[src/rtl/serial_adder_pkg.sv]
// rtl/serial_adder_pkg.sv - shared types and helpers for the bit-serial adder
//
// Purpose : FSM state encoding and the step-counter width helper used by
//           serial_adder.
// Contents: state_t  - IDLE / RUN / DONE
//           cnt_width - bits needed to count WIDTH/DIGIT steps (at least 1)
package serial_adder_pkg;

    typedef enum logic [1:0] {
        IDLE = 2'd0,
        RUN  = 2'd1,
        DONE = 2'd2
    } state_t;

    // A single-step configuration (DIGIT == WIDTH) still needs a 1-bit counter.
    function automatic int cnt_width(input int width, input int digit);
        int w;
        w = $clog2(width / digit);
        if (w < 1) begin
            w = 1;
        end
        return w;
    endfunction

endpackage

[src/rtl/serial_adder_fa_slice.sv]
// rtl/serial_adder_fa_slice.sv - combinational DIGIT-bit ripple full-adder slice
//
// Purpose : one digit of the serial adder; DIGIT chained full-adder cells.
// Ports   : a_i, b_i   [DIGIT-1:0] operand digits
//           c_i                    carry into bit 0 of the slice
//           sum_o      [DIGIT-1:0] digit sum
//           c_o                    carry out of the slice
//           c_top_o                carry into the slice's top bit (for overflow)
module fa_slice #(
    parameter int DIGIT = 1
) (
    input  logic [DIGIT-1:0] a_i,
    input  logic [DIGIT-1:0] b_i,
    input  logic             c_i,
    output logic [DIGIT-1:0] sum_o,
    output logic             c_o,
    output logic             c_top_o
);

    logic [DIGIT:0] c;

    always_comb begin
        c     = '0;
        sum_o = '0;
        c[0]  = c_i;
        for (int i = 0; i < DIGIT; i++) begin
            sum_o[i] = a_i[i] ^ b_i[i] ^ c[i];
            c[i+1]   = (a_i[i] & b_i[i]) | (c[i] & (a_i[i] ^ b_i[i]));
        end
    end

    assign c_o     = c[DIGIT];
    assign c_top_o = c[DIGIT-1];

endmodule

[src/rtl/serial_adder.sv]
// rtl/serial_adder.sv - bit-serial adder/subtractor, DIGIT bits per clock
//
// Purpose : computes {cout,s} = a + b + cin (sub=0) or a + ~b + ~cin (sub=1)
//           over WIDTH/DIGIT cycles using one fa_slice, with valid/ready
//           handshakes on both sides.
// Ports   : clk, rst_n            clock, async active-low reset
//           in_valid / in_ready   operand handshake (a, b, cin, sub)
//           out_valid / out_ready result handshake (s, cout, ovf)
//           s [WIDTH-1:0]         sum or difference
//           cout                  carry-out (not a borrow when subtracting)
//           ovf                   two's-complement overflow
module serial_adder
    import serial_adder_pkg::*;
#(
    parameter int WIDTH = 8,
    parameter int DIGIT = 1
) (
    input  logic             clk,
    input  logic             rst_n,
    input  logic             in_valid,
    output logic             in_ready,
    input  logic [WIDTH-1:0] a,
    input  logic [WIDTH-1:0] b,
    input  logic             cin,
    input  logic             sub,
    output logic             out_valid,
    input  logic             out_ready,
    output logic [WIDTH-1:0] s,
    output logic             cout,
    output logic             ovf
);

    localparam int             STEPS = WIDTH / DIGIT;
    localparam int             CW    = cnt_width(WIDTH, DIGIT);
    localparam logic [CW-1:0]  LAST  = CW'(STEPS - 1);

    generate
        if (DIGIT < 1 || WIDTH < 2 || (WIDTH % DIGIT) != 0) begin : g_bad_params
            $error("serial_adder: WIDTH must be >= 2 and an integer multiple of DIGIT");
        end
    endgenerate

    state_t           state_q, state_d;
    logic [WIDTH-1:0] a_q, a_d;
    logic [WIDTH-1:0] b_q, b_d;
    logic [WIDTH-1:0] s_q, s_d;
    logic [CW-1:0]    cnt_q, cnt_d;
    logic             carry_q, carry_d;
    logic             cout_q, cout_d;
    logic             ovf_q, ovf_d;
    logic             valid_q, valid_d;

    logic [DIGIT-1:0] dig_sum;
    logic             dig_co;
    logic             dig_ctop;

    fa_slice #(.DIGIT(DIGIT)) u_slice (
        .a_i     (a_q[DIGIT-1:0]),
        .b_i     (b_q[DIGIT-1:0]),
        .c_i     (carry_q),
        .sum_o   (dig_sum),
        .c_o     (dig_co),
        .c_top_o (dig_ctop)
    );

    // DONE hands off and accepts in the same cycle, so readiness follows out_ready there.
    assign in_ready = (state_q == IDLE) || ((state_q == DONE) && out_ready);

    always_comb begin
        state_d = state_q;
        a_d     = a_q;
        b_d     = b_q;
        s_d     = s_q;
        cnt_d   = cnt_q;
        carry_d = carry_q;
        cout_d  = cout_q;
        ovf_d   = ovf_q;
        valid_d = valid_q;

        case (state_q)
            IDLE: begin
                if (in_valid) begin
                    a_d     = a;
                    b_d     = b ^ {WIDTH{sub}};
                    carry_d = cin ^ sub;
                    cnt_d   = '0;
                    state_d = RUN;
                end
            end
            RUN: begin
                // New digit enters at the MSB end; after STEPS shifts it sits at the LSBs.
                s_d     = WIDTH'({dig_sum, s_q} >> DIGIT);
                a_d     = a_q >> DIGIT;
                b_d     = b_q >> DIGIT;
                carry_d = dig_co;
                cnt_d   = cnt_q + 1'b1;
                if (cnt_q == LAST) begin
                    cout_d  = dig_co;
                    ovf_d   = dig_ctop ^ dig_co;
                    valid_d = 1'b1;
                    state_d = DONE;
                end
            end
            DONE: begin
                if (out_ready) begin
                    valid_d = 1'b0;
                    if (in_valid) begin
                        a_d     = a;
                        b_d     = b ^ {WIDTH{sub}};
                        carry_d = cin ^ sub;
                        cnt_d   = '0;
                        state_d = RUN;
                    end else begin
                        state_d = IDLE;
                    end
                end
            end
            default: begin
                state_d = IDLE;
            end
        endcase
    end

    always_ff @(posedge clk or negedge rst_n) begin
        if (!rst_n) begin
            state_q <= IDLE;
            a_q     <= '0;
            b_q     <= '0;
            s_q     <= '0;
            cnt_q   <= '0;
            carry_q <= 1'b0;
            cout_q  <= 1'b0;
            ovf_q   <= 1'b0;
            valid_q <= 1'b0;
        end else begin
            state_q <= state_d;
            a_q     <= a_d;
            b_q     <= b_d;
            s_q     <= s_d;
            cnt_q   <= cnt_d;
            carry_q <= carry_d;
            cout_q  <= cout_d;
            ovf_q   <= ovf_d;
            valid_q <= valid_d;
        end
    end

    assign out_valid = valid_q;
    assign s         = s_q;
    assign cout      = cout_q;
    assign ovf       = ovf_q;

endmodule

[config.mk]
export PLATFORM = sky130hd
export DESIGN_NAME = serial_adder
export DESIGN_NICKNAME = d
export VERILOG_FILES = /design/src/rtl/serial_adder_pkg.sv /design/src/rtl/serial_adder_fa_slice.sv /design/src/rtl/serial_adder.sv
export SDC_FILE = /design/constraint.sdc
export NUM_CORES = 1
export LEC_CHECK = 0
export ABC_AREA = 1
export BUFFER_PORTS_ARGS = -buffer_cell sky130_fd_sc_hd__buf_2
export CAP_MARGIN = 20
export CORE_MARGIN = 2
export CORE_UTILIZATION = 45
export CTS_BUF_LIST = sky130_fd_sc_hd__clkbuf_8
export CTS_CLUSTER_DIAMETER = 50
export CTS_CLUSTER_SIZE = 28
export DETAILED_ROUTE_END_ITERATION = 10
export PLACE_DENSITY = 0.74
export SYNTH_ARGS = -nofsm -noshare
export SYNTH_HDL_FRONTEND = slang
export SYNTH_SLANG_ARGS = --single-unit
[constraint.sdc]
create_clock -name clk -period 1.5 [get_ports clk]
set_clock_uncertainty 0.05 [all_clocks]
set_input_delay 0.15 -clock clk [delete_from_list [all_inputs] [get_ports clk]]
set_output_delay 0.15 -clock clk [all_outputs]
set_load 0.02 [all_outputs]
==> tab_implementation.tex, run 1 <==
\begin{tabular}{lr}
\hline
Metric & Value \\
\hline
\multicolumn{2}{l}{\textbf{Run status}} \\
Result of the run & finished, final reports clean \\
\multicolumn{2}{l}{\textbf{Logic synthesis}} \\
Asr flop ratio synth & 1.000 \\
Ranking of synthesized cells by area & sky130\_fd\_sc\_hd\_\_dfrtp\_1 50\%, sky130\_fd\_sc\_hd\_\_nand2\_1 30\%, sky130\_fd\_sc\_hd\_\_inv\_1 3.2\% \\
Warning count from the yosys run & 0 \\
Top cell type's share of synthesized area & 0.4966 \\
Most used flip-flop cell after synthesis & sky130\_fd\_sc\_hd\_\_dfrtp\_1 \\
Leading cell types by count after synthesis & 133 x sky130\_fd\_sc\_hd\_\_nand2\_1, 33 x sky130\_fd\_sc\_hd\_\_dfrtp\_1, 14 x sky130\_fd\_sc\_hd\_\_inv\_1 \\
Post-synth design cell area & 1663 µm² \\
Largest area contributor in the netlist & sky130\_fd\_sc\_hd\_\_dfrtp\_1 \\
Number of storage elements in the synthesis netlist & 33 \\
Mean Syn Cell Area & 7.390 µm² \\
Cell with the most instances after synthesis & sky130\_fd\_sc\_hd\_\_nand2\_1 \\
Count of cell types in the netlist & 19 \\
Mapped Nets & 250 \\
Share of the yosys chip area belonging to registers & 0.4966 \\
Count of flip-flops with a built-in enable after synthesis & 0 \\
Cell count after synthesis & 225 \\
\multicolumn{2}{l}{\textbf{Global routing}} \\
Vias in the first global route & 1344 \\
Aggregate global-route resource usage & 0.1736 \\
Met1 Use GR & 0.2081 \\
Layer with the highest usage & met2 \\
First-pass GRT wire length & 5651 µm \\
Largest net degree at the start of global routing & 34 \\
Met3 Track Usage GR & 0.03993 \\
Met2 layer usage reported by global route & 0.2925 \\
Overall overflow remaining after global route & 0 \\
Number of antenna violations at the first check in global routing & 0 \\
\multicolumn{2}{l}{\textbf{STA}} \\
Peak clock frequency supported by timing & 733.8 MHz \\
Worst slew slack as a fraction of its limit & 0.7246 \\
Slew at the pin closest to its max-slew limit & 0.4131 ns \\
Number of max-slew violations in the final report & 0 \\
Share of the clock period used by the worst path after layout & 0.9086 \\
Setup repair after global routing missed its margin & false \\
Endpoints failing hold & 0 \\
Final hold slack & 0.04871 ns \\
Setup TNS & 0 ns \\
Final period demand of the worst path & 1.363 ns \\
Total of endpoints with negative setup slack in the final report & 0 \\
\multicolumn{2}{l}{\textbf{Clock tree}} \\
\# resized after CTS & 0 \\
Post-CTS Hold Fix Bufs & 1 \\
CTS clock-pin slew for the worst setup and hold paths & 0.06 ns \\
Number of levels in the clock H-tree & 2 \\
Maximum buffer depth of the clock tree & 2 \\
CTS Buf Count & 5 \\
Total setup buffers inserted after CTS & 0 \\
Sinks on Clock Net & 33 \\
CTS tree & built \\
Clock root buffer & sky130\_fd\_sc\_hd\_\_clkbuf\_8 \\
Insertion delay of the later-clocked pin in the worst-skew pair & 0.27 ns \\
\multicolumn{2}{l}{\textbf{Detailed routing}} \\
Number of vias per cell & 4.546 \\
Post-detailed-route DRC marker count & 0 \\
1st-pass router iterations & 4 \\
Vias & 1423 \\
Total Routed Length & 3095 µm \\
Average wire per cell in the routed design & 9.888 µm \\
Post-route antenna net violation count & 0 \\
Number of violations reported at the end of detailed-routing iteration 0 & 76 \\
\multicolumn{2}{l}{\textbf{Layout}} \\
Proportion of layout cells with a drive suffix above 1 & 0.2000 \\
Layout fillers & 341 \\
Layout Area Growth over Synthesis & 20.92\% \\
Final std cells w/o fill & 313 \\
Post-layout util & 0.5576 \\
Post-layout net count & 290 \\
Antenna diode count & 0 \\
\multicolumn{2}{l}{\textbf{Placement}} \\
Detailed placer's ending HPWL & 2228 µm \\
GPL Wtd Cong & 0.7375 \\
Cell Count Post-Placement & 305 \\
Buffers added on ports & 33 \\
\multicolumn{2}{l}{\textbf{Setup path}} \\
Worst Path Max Fanout & 5 \\
Sort of element at the end of the critical path & primary output \\
Setup slack of the worst register-to-register path & 0.20 ns \\
Path type of the worst setup path & flip-flop to primary output \\
Startpoint Class & flip-flop \\
Worst EP arrival & 1.16 ns \\
WP data required & 1.30 ns \\
\multicolumn{2}{l}{\textbf{Floorplanning}} \\
Total Die Area & 4198 µm² \\
Floorplan row count & 22 \\
Starting density of the core & 0.4611 \\
Die width & 64.79 µm \\
Die span in y & 64.79 µm \\
Core box area & 3606 µm² \\
Number of ports placed on the die boundary & 34 \\
\multicolumn{2}{l}{\textbf{Hold path}} \\
Worst hold-check path type & input pin to flip-flop \\
\multicolumn{2}{l}{\textbf{Power}} \\
Sequential power share & 0.382 \\
Clock power frac & 0.158 \\
Power density cells & 2010 nW/µm² \\
Overall power of the completed layout & 4041 µW \\
Combinational share of power & 0.460 \\
Pleak & 0.001167 µW \\
Psw & 1655 µW \\
Largest voltage drop on the vdd net & 890.1 µV \\
Switching part of the total & 0.4095 \\
Int Power & 2386 µW \\
\multicolumn{2}{l}{\textbf{Job}} \\
Number of max-capacitance violations reported & 0 \\
\hline
\end{tabular}
## cell families (layout without fill, tap and decap cells)
group | Yosys count | after routing | share of synthesized area
AOI/OAI and AO/OA | 14 | 14 | 0.05568
xor gates and xnor gates | 1 | 1 | 0.005268
adders and majority gates | 3 | 3 | 0.02709
buffers and inverters | 26 | 66 | 0.07147
DFF | 33 | 33 | 0.4966
and+or+nand+nor | 148 | 148 | 0.3439
## path summary, 6_finish.rpt
path / from / endpoint / cells after the start
setup / recovery: state_q[1]$_DFFE_PN0P_ / in_ready / 2
min in group asynchronous: rst_n / b_q[4]$_DFFE_PN0P_ / 3
hold / removal: out_ready / state_q[1]$_DFFE_PN0P_ / 2
setup reg to reg: carry_q$_DFFE_PN0P_ / ovf$_DFFE_PN0P_ / 3
max in group asynchronous: rst_n / s[1]$_DFFE_PN0N_ / 3
hold reg to reg: cout$_DFFE_PN0P_ / cout$_DFFE_PN0P_ / 2
## state kept, by name, indices dropped and copies added (netlist names), 2 cells and up
register / count
b_q: 8
s: 8
a_q: 8
state_q: 2
cnt_q: 3
## worst max-delay path, stage by stage (launching register included)
cell and delay, ns:
sky130_fd_sc_hd__dfrtp_1 0.46, sky130_fd_sc_hd__a21oi_1 0.23, sky130_fd_sc_hd__buf_2 0.20
## power by group through the flow
stage / clock network, µW / logic, µW / registers, µW
floorplan: 0 / 1200 / 1670
global placement: 0 / 1840 / 1550
detailed placement: 0 / 1880 / 1560
CTS: 661 / 1890 / 1550
global route: 689 / 2150 / 1600
finish: 639 / 1860 / 1550
## cell usage in the layout (no fill, tap or decap), drive strengths merged, types with 2 or more instances in the layout
cell type / count
clkbuf: 6
nand2: 135
nand3: 9
ha: 2
a21oi: 3
dfrtp: 33
nor2: 4
inv: 18
buf: 40
o21ai: 11
## layer usage
layer	part of all wire	wire length, µm
met2	0.49	1504
met4	0.018	56
met3	0.036	110
met1	0.46	1424
met5	0	0
## metrics by stage
stage | instance area, µm² | setup WS (ns)
floorplan | 1663 | 0.2398
global placement | 1914 | 0.2226
detailed placement | 1914 | 0.1963
CTS | 2011 | 0.1320
global route | 2011 | 0.06093
finish | 2011 | 0.1372
## cell type report
class / instances / area, µm² / area share
inverter: 18 / 67.56 / 0.03360
clock inverter: 1 / 3.754 / 0.001867
multi-input combinational: 166 / 718.2 / 0.3572
sequential: 33 / 825.8 / 0.4107
tap: 48 / 60.06 / 0.02987
clock buffer: 6 / 82.58 / 0.04107
timing repair buffer: 41 / 252.7 / 0.1257
Power figures use the tool's default switching activity.
==> inputs of run 2 (changes only) <==
- CELL_PAD_IN_SITES_DETAIL_PLACEMENT: unset -> 1
- CELL_PAD_IN_SITES_GLOBAL_PLACEMENT: unset -> 1
- CORE_UTILIZATION: 45 -> 40
- PLACE_DENSITY: 0.74 -> 0.87
==> tab_implementation.tex, run 2 (synthesis gave the netlist of run 1 again) <==
\begin{tabular}{lr}
\hline
Metric & Value \\
\hline
\multicolumn{2}{l}{\textbf{Placement}} \\
Detailed placer's ending HPWL & 2972 µm (+33\%) \\
Buffers added on ports & 33 (unchanged) \\
GPL Wtd Cong & 0.7169 (-2.8\%) \\
\multicolumn{2}{l}{\textbf{Detailed routing}} \\
Number of violations reported at the end of detailed-routing iteration 0 & 62 (-18\%) \\
Average wire per cell in the routed design & 12.83 µm (+30\%) \\
1st-pass router iterations & 4 (unchanged) \\
Total Routed Length & 4042 µm (+31\%) \\
Post-detailed-route DRC marker count & 0 (unchanged) \\
Post-route antenna net violation count & 0 (unchanged) \\
Vias & 1526 (+7.2\%) \\
Number of vias per cell & 4.844 (+6.6\%) \\
\multicolumn{2}{l}{\textbf{Floorplanning}} \\
Core box area & 4000 µm² (+11\%) \\
Floorplan row count & 23 (+4.5\%) \\
Number of ports placed on the die boundary & 34 (unchanged) \\
Starting density of the core & 0.4157 (-0.04544) \\
Die width & 68.48 µm (+5.7\%) \\
Total Die Area & 4689 µm² (+12\%) \\
Die span in y & 68.48 µm (+5.7\%) \\
\multicolumn{2}{l}{\textbf{Global routing}} \\
Layer with the highest usage & met2 \\
Aggregate global-route resource usage & 0.1976 (+0.02394) \\
First-pass GRT wire length & 6913 µm (+22\%) \\
Largest net degree at the start of global routing & 26 (-24\%) \\
Vias in the first global route & 1577 (+17\%) \\
Met3 Track Usage GR & 0.03125 (-0.008681) \\
Overall overflow remaining after global route & 0 (unchanged) \\
Met1 Use GR & 0.2408 (+0.03269) \\
Met2 layer usage reported by global route & 0.3582 (+0.06565) \\
Number of antenna violations at the first check in global routing & 0 (unchanged) \\
\multicolumn{2}{l}{\textbf{STA}} \\
Share of the clock period used by the worst path after layout & 0.8907 (-0.01789) \\
Endpoints failing hold & 0 (unchanged) \\
Number of max-slew violations in the final report & 0 (unchanged) \\
Setup repair after global routing missed its margin & false \\
Worst slew slack as a fraction of its limit & 0.7356 (+0.01094) \\
Total of endpoints with negative setup slack in the final report & 0 (unchanged) \\
Setup TNS & 0 ns (unchanged) \\
Final period demand of the worst path & 1.336 ns (-0.02684 ns) \\
Peak clock frequency supported by timing & 748.5 MHz (+2.0\%) \\
Slew at the pin closest to its max-slew limit & 0.3967 ns (-0.01642 ns) \\
\multicolumn{2}{l}{\textbf{Setup path}} \\
Cells along the critical path & fa\_1, xnor2\_1, o21ai\_1 \\
FF-to-FF Start & carry\_q\$\_DFFE\_PN0P\_ \\
Critical path's largest stage delay & 0.49 ns (+0.03 ns) \\
Sort of element at the end of the critical path & flip-flop \\
Critical path origin & carry\_q\$\_DFFE\_PN0P\_ \\
R2R cell count & 3 (unchanged) \\
WP data required & 1.61 ns (+0.31 ns) \\
Setup slack of the worst register-to-register path & 0.16 ns (-0.04 ns) \\
Worst EP arrival & 1.45 ns (+0.29 ns) \\
Cell with the largest stage delay on the worst path & sky130\_fd\_sc\_hd\_\_fa\_1 \\
Path type of the worst setup path & flip-flop to flip-flop \\
Startpoint Class & flip-flop \\
Worst Path Max Fanout & 3 (-2) \\
\multicolumn{2}{l}{\textbf{Layout}} \\
Leading cell types in the layout, fill and taps excluded & 133 x sky130\_fd\_sc\_hd\_\_nand2\_1, 33 x sky130\_fd\_sc\_hd\_\_dfrtp\_1, 33 x sky130\_fd\_sc\_hd\_\_buf\_2 \\
Seq. cell area & 825.8 µm² (unchanged) \\
Proportion of layout cells with a drive suffix above 1 & 0.2038 (+0.003774) \\
Layout fillers & 514 (+51\%) \\
Most common cell after layout, fill and taps aside & sky130\_fd\_sc\_hd\_\_nand2\_1 \\
Layout Area Growth over Synthesis & 22.27\% \\
Combined area of the multi-input logic cells & 718.2 µm² (unchanged) \\
Post-layout net count & 289 (-0.34\%) \\
Antenna diode count & 0 (unchanged) \\
\multicolumn{2}{l}{\textbf{Clock tree}} \\
CTS clock-pin slew for the worst setup and hold paths & 0.07 ns (about the same) \\
Number of levels in the clock H-tree & 2 (unchanged) \\
Post-CTS Hold Fix Bufs & 1 (unchanged) \\
CTS Buf Count & 5 (unchanged) \\
CTS tree & built \\
Clock root buffer & sky130\_fd\_sc\_hd\_\_clkbuf\_8 \\
Total setup buffers inserted after CTS & 0 (unchanged) \\
Insertion delay of the later-clocked pin in the worst-skew pair & 0.27 ns (about the same) \\
Sinks on Clock Net & 33 (unchanged) \\
Maximum buffer depth of the clock tree & 2 (unchanged) \\
\# resized after CTS & 0 (unchanged) \\
\multicolumn{2}{l}{\textbf{Power}} \\
Overall power of the completed layout & 4241 µW (+4.9\%) \\
Pleak & 0.001173 µW (+0.49\%) \\
Largest voltage drop on the vdd net & 882.7 µV (-0.83\%) \\
Power density cells & 2086 nW/µm² (+3.8\%) \\
\multicolumn{2}{l}{\textbf{Hold path}} \\
Startpoint of the worst hold path & out\_ready \\
Worst hold-check path type & input pin to flip-flop \\
Cell depth of the worst hold path & 2 (unchanged) \\
\multicolumn{2}{l}{\textbf{Run status}} \\
Result of the run & finished, final reports clean \\
\multicolumn{2}{l}{\textbf{Job}} \\
Number of max-capacitance violations reported & 0 (unchanged) \\
\hline
\end{tabular}
==> run 2: worst max-delay path: cells and delay by family (launching register included) <==
kind            cells  cell delay, ns
compound gates      1            0.07
xor+xnor            1            0.18
fa+ha+maj           1            0.49
flops               1            0.43
==> run 2: power breakdown <==
group / leakage [µW] / internal [µW] / total, µW / switching (µW)
sequential: 0.000413 / 1300 / 1560 / 267
clock: 0.0000542 / 415 / 719 / 304
combinational: 0.000705 / 728 / 1960 / 1230
total: 0.00117 / 2440 / 4240 / 1800
==> run 2: through the flow <==
stage / worst slack (ns) / cell area [µm²] / hold WS (ns) / utilization / instances
6_report: 0.1640 / 2033 / 0.07707 / 0.5083 / 315
5_1_grt: 0.04444 / 2033 / 0.1015 / 0.5083 / 315
4_1_cts: 0.1485 / 2033 / 0.07586 / 0.5083 / 315
3_5_place_dp: 0.1669 / 1922 / 0.04578 / 0.4805 / 306
3_3_place_gp: 0.2132 / 1922 / 0.04699 / 0.4805 / 306
2_1_floorplan: 0.2398 / 1663 / -0.1956 / - / 225
==> run 2: layer usage <==
| metal | routed length [µm] | vias up |
|---|---|---|
| li1 | - | 757 |
| met1 | 1756 | 747 |
| met2 | 2161 | 18 |
| met3 | 94 | 4 |
| met4 | 29 | 0 |
| met5 | 0 | - |
==> run 2: path summary, 6_finish.rpt <==
check	endpoint
max	ovf$_DFFE_PN0P_
min reg2reg	a_q[7]$_DFFE_PN0P_
max reg2reg	ovf$_DFFE_PN0P_
min	state_q[1]$_DFFE_PN0P_
max in group asynchronous	a_q[6]$_DFFE_PN0P_
min in group asynchronous	out_valid$_DFFE_PN0P_
==> run 2: area by class of cell <==
class / instances / share of cell area
clock inverter: 1 / 0.002462
multi-input combinational: 166 / 0.3532
tap: 50 / 0.03077
sequential: 33 / 0.4062
inverter: 18 / 0.03323
clock buffer: 7 / 0.04738
timing repair buffer: 40 / 0.1268
